$ cat config.mk
export PLATFORM = sky130hd
export DESIGN_NAME = tx_fire_con
export DESIGN_NICKNAME = d
export VERILOG_FILES = /design/src/rtl/tx_pkg.sv /design/src/rtl/tx_pulse_gen.sv /design/src/rtl/tx_fire_con.sv
export SDC_FILE = /design/constraint.sdc
export NUM_CORES = 1
export LEC_CHECK = 0
export BUFFER_PORTS_ARGS = -buffer_cell sky130_fd_sc_hd__buf_2
export CORE_ASPECT_RATIO = 0.7
export CORE_MARGIN = 1.5
export CORE_UTILIZATION = 50
export DETAILED_ROUTE_END_ITERATION = 12
export MAX_ROUTING_LAYER = met4
export PLACE_DENSITY = 0.7
export SYNTH_ARGS = -nofsm -noshare
export SYNTH_HDL_FRONTEND = slang
export SYNTH_SLANG_ARGS = --single-unit
$ cat constraint.sdc
create_clock -name clk -period 4.4 [get_ports clk]
set_input_delay 0.88 -clock clk [delete_from_list [all_inputs] [get_ports clk]]
set_output_delay 0.88 -clock clk [all_outputs]
set_load 0.01 [all_outputs]
$ cat src/rtl/tx_pkg.sv
// Shared state encoding and burst/counter sizing for the TX fire controller.
// Default sizing matches 16 channels, 8-bit delays, 2 periods of 4+4 clk.
package tx_pkg;

    localparam int NUM_CHANNELS_DEF = 16;
    localparam int DELAY_WIDTH_DEF  = 8;
    localparam int HALF_PERIOD_DEF  = 4;
    localparam int NUM_CYCLES_DEF   = 2;

    function automatic int burst_len(input int hp, input int nc);
        return 2 * hp * nc;
    endfunction

    function automatic int dmax_of(input int dw);
        return (1 << dw) - 1;
    endfunction

    // One spare bit over DMAX+BURST so the fire counter never wraps.
    function automatic int t_width(input int dw, input int hp, input int nc);
        return dw + $clog2(2 * hp * nc) + 1;
    endfunction

    localparam int BURST   = burst_len(HALF_PERIOD_DEF, NUM_CYCLES_DEF);
    localparam int DMAX    = dmax_of(DELAY_WIDTH_DEF);
    localparam int T_WIDTH = t_width(DELAY_WIDTH_DEF, HALF_PERIOD_DEF, NUM_CYCLES_DEF);

    typedef logic [2:0] state_t;

    localparam state_t S_IDLE  = 3'd0;
    localparam state_t S_REQ   = 3'd1;
    localparam state_t S_WAIT  = 3'd2;
    localparam state_t S_NEXT  = 3'd3;
    localparam state_t S_ARMED = 3'd4;
    localparam state_t S_FIRE  = 3'd5;
    localparam state_t S_FIN   = 3'd6;

endpackage

$ cat src/rtl/tx_pulse_gen.sv
// One channel's bipolar burst: window compare of t against this channel's delay.
// Registered outputs, one cycle after t; no backpressure.
module tx_pulse_gen
    import tx_pkg::*;
#(
    parameter int DELAY_WIDTH = DELAY_WIDTH_DEF,
    parameter int HALF_PERIOD = HALF_PERIOD_DEF,
    parameter int NUM_CYCLES  = NUM_CYCLES_DEF,
    parameter int T_W         = t_width(DELAY_WIDTH, HALF_PERIOD, NUM_CYCLES)
) (
    input  logic                   clk,
    input  logic                   reset,
    input  logic                   i_en,
    input  logic [T_W-1:0]         i_t,
    input  logic [DELAY_WIDTH-1:0] i_delay,
    output logic                   o_tx_p,
    output logic                   o_tx_n
);

    localparam int BURST_L = burst_len(HALF_PERIOD, NUM_CYCLES);
    localparam int PERIOD  = 2 * HALF_PERIOD;

    logic [T_W-1:0] w_delay_ext;
    logic [T_W-1:0] w_r;
    logic [T_W-1:0] w_phase;
    logic           w_started;
    logic           w_active;
    logic           w_p_phase;
    logic           r_tx_p;
    logic           r_tx_n;

    assign w_delay_ext = T_W'(i_delay);
    assign w_started   = (i_t >= w_delay_ext);
    // Subtract only once t has reached the delay, so r never wraps.
    assign w_r         = w_started ? (i_t - w_delay_ext) : '0;
    assign w_active    = i_en && w_started && (w_r < T_W'(BURST_L));
    assign w_phase     = w_r % T_W'(PERIOD);
    assign w_p_phase   = (w_phase < T_W'(HALF_PERIOD));

    always_ff @(posedge clk) begin
        if (reset) begin
            r_tx_p <= 1'b0;
            r_tx_n <= 1'b0;
        end else begin
            r_tx_p <= w_active && w_p_phase;
            r_tx_n <= w_active && !w_p_phase;
        end
    end

    assign o_tx_p = r_tx_p;
    assign o_tx_n = r_tx_n;

endmodule

$ cat src/rtl/tx_fire_con.sv
// TX fire controller: loads per-channel delays over calc_start/calc_done, then fires delayed bursts.
// Burst lasts DMAX+BURST clk regardless of delays; calc latency is unbounded (waits on calc_done).
module tx_fire_con
    import tx_pkg::*;
#(
    parameter int NUM_CHANNELS = NUM_CHANNELS_DEF,
    parameter int DELAY_WIDTH  = DELAY_WIDTH_DEF,
    parameter int HALF_PERIOD  = HALF_PERIOD_DEF,
    parameter int NUM_CYCLES   = NUM_CYCLES_DEF
) (
    input  logic                            clk,
    input  logic                            reset,
    input  logic                            start,
    input  logic                            fire,
    output logic                            calc_start,
    output logic [$clog2(NUM_CHANNELS)-1:0] calc_ch,
    input  logic                            calc_done,
    input  logic [DELAY_WIDTH-1:0]          calc_delay,
    output logic                            armed,
    output logic                            busy,
    output logic [NUM_CHANNELS-1:0]         tx_p,
    output logic [NUM_CHANNELS-1:0]         tx_n,
    output logic                            done
);

    localparam int CH_W    = $clog2(NUM_CHANNELS);
    localparam int BURST_L = burst_len(HALF_PERIOD, NUM_CYCLES);
    localparam int DMAX_L  = dmax_of(DELAY_WIDTH);
    localparam int T_W     = t_width(DELAY_WIDTH, HALF_PERIOD, NUM_CYCLES);

    localparam logic [T_W-1:0]  T_LAST  = T_W'(DMAX_L + BURST_L - 1);
    localparam logic [CH_W-1:0] CH_LAST = CH_W'(NUM_CHANNELS - 1);

    state_t                 r_state;
    logic [CH_W-1:0]        r_ch;
    logic [T_W-1:0]         r_t;
    logic [DELAY_WIDTH-1:0] r_delay [NUM_CHANNELS];

    logic                    w_fire_en;
    logic [NUM_CHANNELS-1:0] w_tx_p;
    logic [NUM_CHANNELS-1:0] w_tx_n;

    always_ff @(posedge clk) begin
        if (reset) begin
            r_state <= S_IDLE;
            r_ch    <= '0;
            r_t     <= '0;
        end else begin
            case (r_state)
                S_IDLE: begin
                    if (start) begin
                        r_state <= S_REQ;
                        r_ch    <= '0;
                    end
                end
                S_REQ: r_state <= S_WAIT;
                S_WAIT: begin
                    if (calc_done) begin
                        r_state <= S_NEXT;
                    end
                end
                S_NEXT: begin
                    if (r_ch == CH_LAST) begin
                        r_state <= S_ARMED;
                    end else begin
                        r_ch    <= r_ch + CH_W'(1);
                        r_state <= S_REQ;
                    end
                end
                S_ARMED: begin
                    // A reload request outranks a simultaneous fire.
                    if (start) begin
                        r_state <= S_REQ;
                        r_ch    <= '0;
                    end else if (fire) begin
                        r_state <= S_FIRE;
                        r_t     <= '0;
                    end
                end
                S_FIRE: begin
                    r_t <= r_t + T_W'(1);
                    if (r_t == T_LAST) begin
                        r_state <= S_FIN;
                    end
                end
                S_FIN:   r_state <= S_ARMED;
                default: r_state <= S_IDLE;
            endcase
        end
    end

    // Delays survive bursts so the same focus can be re-fired without reloading.
    always_ff @(posedge clk) begin
        if (reset) begin
            for (int i = 0; i < NUM_CHANNELS; i++) begin
                r_delay[i] <= '0;
            end
        end else if ((r_state == S_WAIT) && calc_done) begin
            r_delay[r_ch] <= calc_delay;
        end
    end

    assign w_fire_en = (r_state == S_FIRE);

    for (genvar g = 0; g < NUM_CHANNELS; g++) begin : g_ch
        tx_pulse_gen #(
            .DELAY_WIDTH (DELAY_WIDTH),
            .HALF_PERIOD (HALF_PERIOD),
            .NUM_CYCLES  (NUM_CYCLES),
            .T_W         (T_W)
        ) u_pulse_gen (
            .clk     (clk),
            .reset   (reset),
            .i_en    (w_fire_en),
            .i_t     (r_t),
            .i_delay (r_delay[g]),
            .o_tx_p  (w_tx_p[g]),
            .o_tx_n  (w_tx_n[g])
        );
    end

    assign calc_start = (r_state == S_REQ);
    assign calc_ch    = r_ch;
    assign armed      = (r_state == S_ARMED);
    assign busy       = (r_state == S_REQ)  || (r_state == S_WAIT) || (r_state == S_NEXT) ||
                        (r_state == S_FIRE) || (r_state == S_FIN);
    assign done       = (r_state == S_FIN);
    assign tx_p       = w_tx_p;
    assign tx_n       = w_tx_n;

endmodule

# Word level (Yosys, flattened, before mapping)
# Memory sizes are Yosys's and may differ from the RTL's.
# Cells that the tools add are included.
# Widths: inputs -> output; s select.
# totals
regBits	52
ramBits	128
in_bits	13
out_inout_bits	40
elab_cells	248
mem_count	1
# op_classes
n_addsub	18
n_lt_le_gt_ge	48
n_eq_ne	16
mux	37
n_reduce_logical	93
# memory_table
memory	depth	width	rd	rd_ports_with_merged_regs	wr	line	source
r_delay	16	8	16	0	16	tx_fire_con.sv:37	logic [DELAY_WIDTH-1:0] r_delay [NUM_CHANNELS];
# op_table
operator	n
$mux 13	18
$ge 13x8->1	16
$lt 13x5->1 const B	16
$sub 13x8->13	16
$logic_and 1x1->1	65
$lt 3x3->1 const B	16
$pmux 13 s2	1
$pmux 3 s7	1
$mux 3	6
$logic_not 1->1	16
$add 13x1->13 const B	1
$eq 13x9->1 const B	1
$mux 4	3
$ne 2x2->1 const B	6
$eq 3x3->1 const B	3
$mux 8	1
$pmux 4 s2	1
$reduce_or 8->1	1
$eq 3x2->1 const B	2
$mux 1	6
$reduce_and 3->1	2
$add 4x1->4 const B	1
$eq 4x4->1 const B	1
$logic_or 1x1->1	4
7 further kinds	8

# Longest topological paths before layout
# Gate-level depths: netlist (run 1).
# logic_depth
word_depth	7
mapped_depth	10
mapped_depth_nobuf	9

# Cells and area by module
# From an unflattened synthesis (run 1), not the netlist that was laid out.
# hier_totals
cells_unflattened	1626
hier_area_um2	15602.5
# modules_own_cells
mod	instances	cells_each	area_each_um2	seq_area_each_um2
tx_pulse_gen	16	74	594.3	40.0
tx_fire_con	1	442	6093.3	4244.1

# Worst setup path before layout (run 1)
# Ideal clock, no wire load.
# synth_timing
path_type	reg-to-reg
start	register r_t[6]
end	register g_ch[11].u_pulse_gen.r_tx_p
setup_ns	0.060
t_arrival_ns	2.583
path_slack_ns	1.757
path_stages_with_launch	9
path_buffers	1
period_less_slack_ns	2.643
cell_sequence	dfxtp_1 ha_1 clkbuf_1 a21o_1 a211o_1 o41ai_1 nand4_1 a2111oi_0 and2_1
# synth_between
elab_chain_len	5
# synth_rtl
element	line	source
start: declaration	tx_fire_con.sv:36	logic [T_W-1:0] r_t;
start signal: assignment	tx_fire_con.sv:81	r_t <= r_t + T_W'(1);
$sub 13x8->13 / $ge 13x8->1 (equally long branches)	tx_pulse_gen.sv:35, tx_pulse_gen.sv:33	
$mux 13	tx_pulse_gen.sv:35	assign w_r = w_started ? (i_t - w_delay_ext) : '0;
$lt 13x5->1	tx_pulse_gen.sv:36	assign w_active = i_en && w_started && (w_r < T_W'(BURST_L));
$logic_and 1x1->1	tx_pulse_gen.sv:36	
$logic_and 1x1->1 *	tx_pulse_gen.sv:45	r_tx_p <= w_active && w_p_phase;
end signal: assignment	tx_pulse_gen.sv:45	
end: declaration	tx_pulse_gen.sv:29	logic r_tx_p;
# Mark *: on every way between the ends. The rest lies on a longest branch, timed or not.
# A chain may end at the register's enable or synchronous reset.

# Worst setup path after layout (run 1)
# layout_timing
start	register r_t[9]
end	register g_ch[1].u_pulse_gen.r_tx_p
# layout_between
elab_chain_len	5
# layout_rtl
element	line
$sub 13x8->13 / $ge 13x8->1 (equally long branches)	tx_pulse_gen.sv:35, tx_pulse_gen.sv:33
$mux 13	tx_pulse_gen.sv:35
$lt 13x5->1	tx_pulse_gen.sv:36
$logic_and 1x1->1	tx_pulse_gen.sv:36
$logic_and 1x1->1 *	tx_pulse_gen.sv:45
end signal: assignment	tx_pulse_gen.sv:45
end: declaration	tx_pulse_gen.sv:29
# Marks and branches as above.

==> impl_metrics.env, run 1 <==
export IMPL_maxSlewHeadroom=0.2519
export IMPL_die_x_um=198.7
export IMPL_min_path_type="reg -> reg"
export IMPL_finalNetCount=1646
export IMPL_postCtsHoldBufs=0
export IMPL_cp_required_ps=4790
export IMPL_die_area_um2=27820
export IMPL_postSynthAreaPerCell_um2=8.997
export IMPL_synth_flop_cell="edfxtp_1"
export IMPL_synth_top_cell_by_area="edfxtp_1"
export IMPL_diodes=0
export IMPL_vias_per_cell=5.861
export IMPL_post_route_period_util=0.7234
export IMPL_first_iter_violations=870
export IMPL_status="finished clean"
export IMPL_cts_sinks=180
export IMPL_async_flop_share=0
export IMPL_clk_latency_ps=450
export IMPL_tightest_slew_ps=1121
export IMPL_vdd_drop_max_uv=289.0
export IMPL_clk_pin_slew_worst_paths_ps=80
export IMPL_path_class="reg -> reg"
export IMPL_ios=53
export IMPL_numPortBuffers=52
export IMPL_cp_start_kind="flop"
export IMPL_drc_errors=0
export IMPL_maxSlewViolCount=0
export IMPL_setup_tns_ps=0
export IMPL_ant_nets=0
export IMPL_num_rows=49
export IMPL_synth_area_um2=13410
export IMPL_yosys_top_cells_count="and2_1 (140), inv_1 (137), ha_1 (134), edfxtp_1 (128), nor2_1 (113)"
export IMPL_synth_edff_count=128
export IMPL_cts_tree="done"
export IMPL_globalplace_congestion=0.9529
export IMPL_drv_cap=0
export IMPL_holdWs_ps=519.9
export IMPL_grt_pass1_wl_um=56390
export IMPL_antenna_found_initial=0
export IMPL_grt_pass1_vias=10080
export IMPL_vias=10960
export IMPL_cts_buffers=17
export IMPL_ys_ff_latch=180
export IMPL_grt_max_degree=27
export IMPL_max_freq_ghz=0.3142
export IMPL_syn_nets=1637
export IMPL_cts_setup_buffers=0
export IMPL_dpl_hpwl_um=26190
export IMPL_setup_viol=0
export IMPL_synth_top_cell_area_share=0.2867
export IMPL_fin_crit_ps=3183
export IMPL_endpoint_kind="flop"
export IMPL_yosys_top_cells_area="edfxtp_1 (29%), ha_1 (13%), dfxtp_1 (7.8%)"
export IMPL_area_growth_pct=7.429
export IMPL_synth_cell_type_count=77
export IMPL_rsz0062_at_grt="no"
export IMPL_core_area_um2=25990
export IMPL_drt_wl_total_um=37110
export IMPL_start_util=0.5157
export IMPL_final_layout_size_suffix_gt1_frac=0.1005
export IMPL_die_h_um=140.0
export IMPL_synthCells=1490
export IMPL_grt_total_usage=0.2778
export IMPL_clk_path_buf_depth=2
export IMPL_post_drt_wl_per_cell_um=19.86
export IMPL_root_buffer="clkbuf_16"
export IMPL_final_hold_viol_count=0
export IMPL_synth_most_common_cell="and2_1"
export IMPL_gr_total_overflow=0
export IMPL_fin_skew_ps=10.50
export IMPL_crit_arrival_ps=3570
export IMPL_yosys_warnings=0
export IMPL_ys_seq_area_frac=0.3644
export IMPL_power_leakage_nw=6.348
export IMPL_cts_htree_levels=4
export IMPL_crit_fanout=13
export IMPL_drt_pass1_iterations=6
export IMPL_p_per_area_nw_per_um2=270.9
export IMPL_cts_resized=0
==> worst max-delay path, stage by stage, from the launching register on <==
cell and delay [ps]:
dfxtp_1 540, or2_2 520, nor3_1 700, nand2b_1 290, buf_4 290, o41ai_1 550, nor2b_2 230
==> report_power, final <==
part           internal, mW  switching (mW)
clock                 0.848           0.734
combinational         0.155           0.273
sequential             1.86          0.0322
total                  2.86            1.04
==> flip-flops by register name (all words and copies together), names as in the netlist <==
| signal | flops |
|---|---|
| g_ch.u_pulse_gen.o_tx_n | 16 |
| g_ch.u_pulse_gen.o_tx_p | 16 |
| r_delay | 128 |
| calc_ch | 4 |
| r_state | 3 |
| r_t | 13 |
==> cell families after synthesis <==
| logic type | share of synthesized area |
|---|---|
| AO/OA/AOI/OAI | 0.1601 |
| AND/OR/NAND/NOR | 0.2303 |
| buffers and inverters | 0.07159 |
| flip-flops | 0.3644 |
| multiplexers | 0.01269 |
| adder cells (fa/ha/maj) | 0.1251 |
| XOR/XNOR | 0.03593 |
==> cells in the final DEF, fill, tap and decap left out, types with 14 or more instances in the layout <==
cell type / count
a211oi_1: 18
a21o_1: 24
a21oi_1: 82
and2_1: 140
and3_1: 16
buf_2: 52
buf_4: 17
clkbuf_16: 18
dfxtp_1: 51
edfxtp_1: 128
ha_1: 134
inv_1: 137
nand2_1: 69
nand2b_1: 30
nand3_1: 24
nand4_1: 25
nor2_1: 113
nor2b_1: 26
nor3_1: 39
o2111ai_1: 14
o21ai_0: 63
or2_2: 29
xnor2_1: 28
xor2_1: 27
==> through the flow <==
step	util	area, um^2	total power, mW	instances	worst slack [ps]
after floorplan	-	13410	2.223	1490	1757
after global placement	0.5309	13800	2.337	1837	1073
after detailed placement	0.5309	13800	2.348	1837	1033
after CTS	0.5540	14400	3.911	1869	1255
after global routing	0.5540	14400	4.028	1869	972.7
final	0.5540	14400	3.901	1869	1217
==> path summary, 6_finish.rpt <==
kind / depth (start not counted) / slack, ps / startpoint / end
setup / recovery: 6 / 1220 / r_t[9]$_SDFFE_PP0P_ / g_ch[1].u_pulse_gen.o_tx_p$_SDFF_PP0_
hold / removal: 1 / 520 / r_t[0]$_SDFFE_PP0P_ / r_t[0]$_SDFFE_PP0P_
setup reg to reg: 6 / 1220 / r_t[9]$_SDFFE_PP0P_ / g_ch[1].u_pulse_gen.o_tx_p$_SDFF_PP0_
hold reg to reg: 1 / 520 / r_t[0]$_SDFFE_PP0P_ / r_t[0]$_SDFFE_PP0P_
==> per-layer routing <==
| metal | part of all wire | track usage | vias to the layer above |
|---|---|---|---|
| met5 | 0 | - | - |
| met4 | 0.029 | 0.1065 | 0 |
| met3 | 0.091 | 0.06405 | 68 |
| met2 | 0.43 | 0.3973 | 497 |
| met1 | 0.46 | 0.3803 | 5071 |
| li1 | - | - | 5319 |
==> area by class of cell <==
cell class	count	area, um^2
inverter	138	518.0
tap	357	446.7
fill	2364	11590
sequential	180	4886
multi-input combinational	1093	7561
timing repair buffer	69	387.9
clock inverter	13	137.6
clock buffer	19	464.2
Power figures use the tool's default switching activity.
==> inputs of run 2 (changes only) <==
==> constraint.sdc (replaced) <==
create_clock -name clk -period 3.3 [get_ports clk]
set_input_delay 0.66 -clock clk [delete_from_list [all_inputs] [get_ports clk]]
set_output_delay 0.66 -clock clk [all_outputs]
set_load 0.01 [all_outputs]
==> impl_metrics.env, run 2 (synthesized netlist as in run 1, its figures left out) <==
export IMPL_fin_crit_ps=2944
export IMPL_status="finished clean"
export IMPL_ios=53
export IMPL_worstReg2RegEnd="g_ch[11].u_pulse_gen.o_tx_p$_SDFF_PP0_"
export IMPL_cp_required_ps=3690
export IMPL_num_rows=49
export IMPL_regMostFlops="r_delay"
export IMPL_critPathMaxStageDelay_ps=520
export IMPL_setup_viol=0
export IMPL_layout_common_cells="and2_1 (140), inv_1 (137), ha_1 (134), edfxtp_1 (128), nor2_1 (113)"
export IMPL_drt_pass1_iterations=7
export IMPL_fin_skew_ps=8.154
export IMPL_crit_fanout=11
export IMPL_reg2reg_from="r_t[0]$_SDFFE_PP0P_"
export IMPL_ant_nets=0
export IMPL_maxSlewViolCount=0
export IMPL_cts_buffers=17
export IMPL_critPathTopFamily="compound AO/OA/AOI/OAI gates"
export IMPL_min_path_type="reg -> reg"
export IMPL_fin_ws_ps=356.3
export IMPL_fin_area_um2=14620
export IMPL_pre_cts_ws_ps=332.5
export IMPL_root_buffer="clkbuf_16"
export IMPL_r2r_slack_ps=360
export IMPL_final_layout_size_suffix_gt1_frac=0.1177
export IMPL_stdcell_count=1904
export IMPL_hp_start="r_t[0]$_SDFFE_PP0P_"
export IMPL_power_leakage_nw=6.502
export IMPL_placed_cells=1871
export IMPL_dpl_hpwl_um=27280
export IMPL_clk_pin_slew_worst_paths_ps=70
export IMPL_p_per_area_nw_per_um2=348.3
export IMPL_cp_start_kind="flop"
export IMPL_regArea_um2=4886
export IMPL_grt_pass1_vias=10450
export IMPL_drt_wl_total_um=38860
export IMPL_grt_max_degree=25
export IMPL_mostFrequentLayoutCell="and2_1"
export IMPL_first_iter_violations=1198
export IMPL_vdd_drop_max_uv=380.6
export IMPL_clk_latency_ps=450
export IMPL_cts_htree_levels=4
export IMPL_path_class="reg -> reg"
export IMPL_largest_register_ffs=128
export IMPL_die_area_um2=27820
export IMPL_drv_cap=0
export IMPL_maxSlewHeadroom=0.4680
export IMPL_clk_path_buf_depth=2
export IMPL_crit_path_cell_trace="inv_1 -> buf_12 -> ha_1 -> nand2b_1 -> a21oi_1 -> o21ai_0 -> a2bb2oi_1 -> o2111ai_1 -> a2111oi_1 -> and2_1"
export IMPL_max_freq_ghz=0.3397
export IMPL_globalplace_congestion=0.9173
export IMPL_drc_errors=0
export IMPL_grt_pass1_wl_um=59550
export IMPL_die_x_um=198.7
export IMPL_area_growth_pct=9.091
export IMPL_setup_tns_ps=0
export IMPL_r2r_cells=10
export IMPL_worst_path_buf_inv=2
export IMPL_placed_area_um2=14080
export IMPL_multi_input_area_um2=7562
export IMPL_holdPathStages=1
export IMPL_post_route_period_util=0.8920
export IMPL_post_drt_wl_per_cell_um=20.41
export IMPL_endpoint_kind="flop"
export IMPL_postCtsHoldBufs=0
export IMPL_critPathSlowestCell="inv_1"
export IMPL_n_fill_cell=2393
export IMPL_die_h_um=140.0
export IMPL_crit_arrival_ps=3330
export IMPL_vias_per_cell=5.928
export IMPL_numPortBuffers=52
export IMPL_gr_total_overflow=0
export IMPL_start_util=0.5157
export IMPL_whs_endpoint="r_t[0]$_SDFFE_PP0P_"
export IMPL_cts_sinks=180
export IMPL_cts_tree="done"
export IMPL_antenna_found_initial=1
export IMPL_rsz0062_at_grt="no"
export IMPL_core_area_um2=25990
export IMPL_finalNetCount=1680
export IMPL_final_hold_viol_count=0
export IMPL_tightest_slew_ps=796.8
export IMPL_grt_total_usage=0.2923
export IMPL_vias=11290
run 2: routing by layer:
| metal | share of wire | up-vias | GRT usage |
|---|---|---|---|
| met3 | 0.092 | 77 | 0.05875 |
| met5 | 0 | - | - |
| met2 | 0.43 | 481 | 0.4240 |
| li1 | - | 5381 | - |
| met4 | 0.022 | 0 | 0.07735 |
| met1 | 0.46 | 5347 | 0.4140 |
run 2: worst max path at each step:
stage                        startpoint                                     end  slack (ps)  cells after the start
CTS                 r_t[0]$_SDFFE_PP0P_  g_ch[11].u_pulse_gen.o_tx_p$_SDFF_PP0_         320                     10
global route        r_t[0]$_SDFFE_PP0P_  g_ch[11].u_pulse_gen.o_tx_n$_SDFF_PP0_          90                     10
detailed placement  r_t[0]$_SDFFE_PP0P_  g_ch[11].u_pulse_gen.o_tx_p$_SDFF_PP0_         330                     10
floorplan           r_t[6]$_SDFFE_PP0P_  g_ch[11].u_pulse_gen.o_tx_p$_SDFF_PP0_         660                      8
finish              r_t[0]$_SDFFE_PP0P_  g_ch[11].u_pulse_gen.o_tx_p$_SDFF_PP0_         360                     10
global placement    r_t[0]$_SDFFE_PP0P_  g_ch[11].u_pulse_gen.o_tx_n$_SDFF_PP0_         420                     10
run 2: through the flow:
stage	hold WS (ps)	util	power (mW)
after floorplan	454.9	-	2.964
after global placement	468.0	0.5416	3.138
after detailed placement	484.9	0.5416	3.150
after CTS	495.9	0.5624	5.095
after global routing	515.2	0.5625	5.263
final	497.3	0.5626	5.094
run 2: worst register-to-register path, stage by stage, from the launching register on:
cell and delay (ps):
dfxtp_1 330, inv_1 520, buf_12 230, ha_1 140
nand2b_1 110, a21oi_1 160, o21ai_0 420, a2bb2oi_1 190
o2111ai_1 120, a2111oi_1 460, and2_1 190
run 2: what timing repair did:
action	in CTS	in global routing
endpoints found under the setup margin	0	2
setup buffers	0	0
resized for setup	0	1
run 2: report_power, final:
group	leakage (nW)	total [mW]	internal [mW]	switching, mW
Combinational	4.50	0.590	0.217	0.373
Clock	0.263	1.98	1.04	0.944
Sequential	1.74	2.52	2.48	0.0421
Total	6.50	5.09	3.73	1.36
run 2: cell type report:
| cell class | count | area share |
|---|---|---|
| sequential | 180 | 0.3341 |
| multi-input combinational | 1093 | 0.5171 |
| antenna | 1 | 0.0001711 |
| clock buffer | 19 | 0.02960 |
| tap | 357 | 0.03054 |
| clock inverter | 13 | 0.007358 |
| timing repair buffer | 103 | 0.04569 |
| inverter | 138 | 0.03542 |
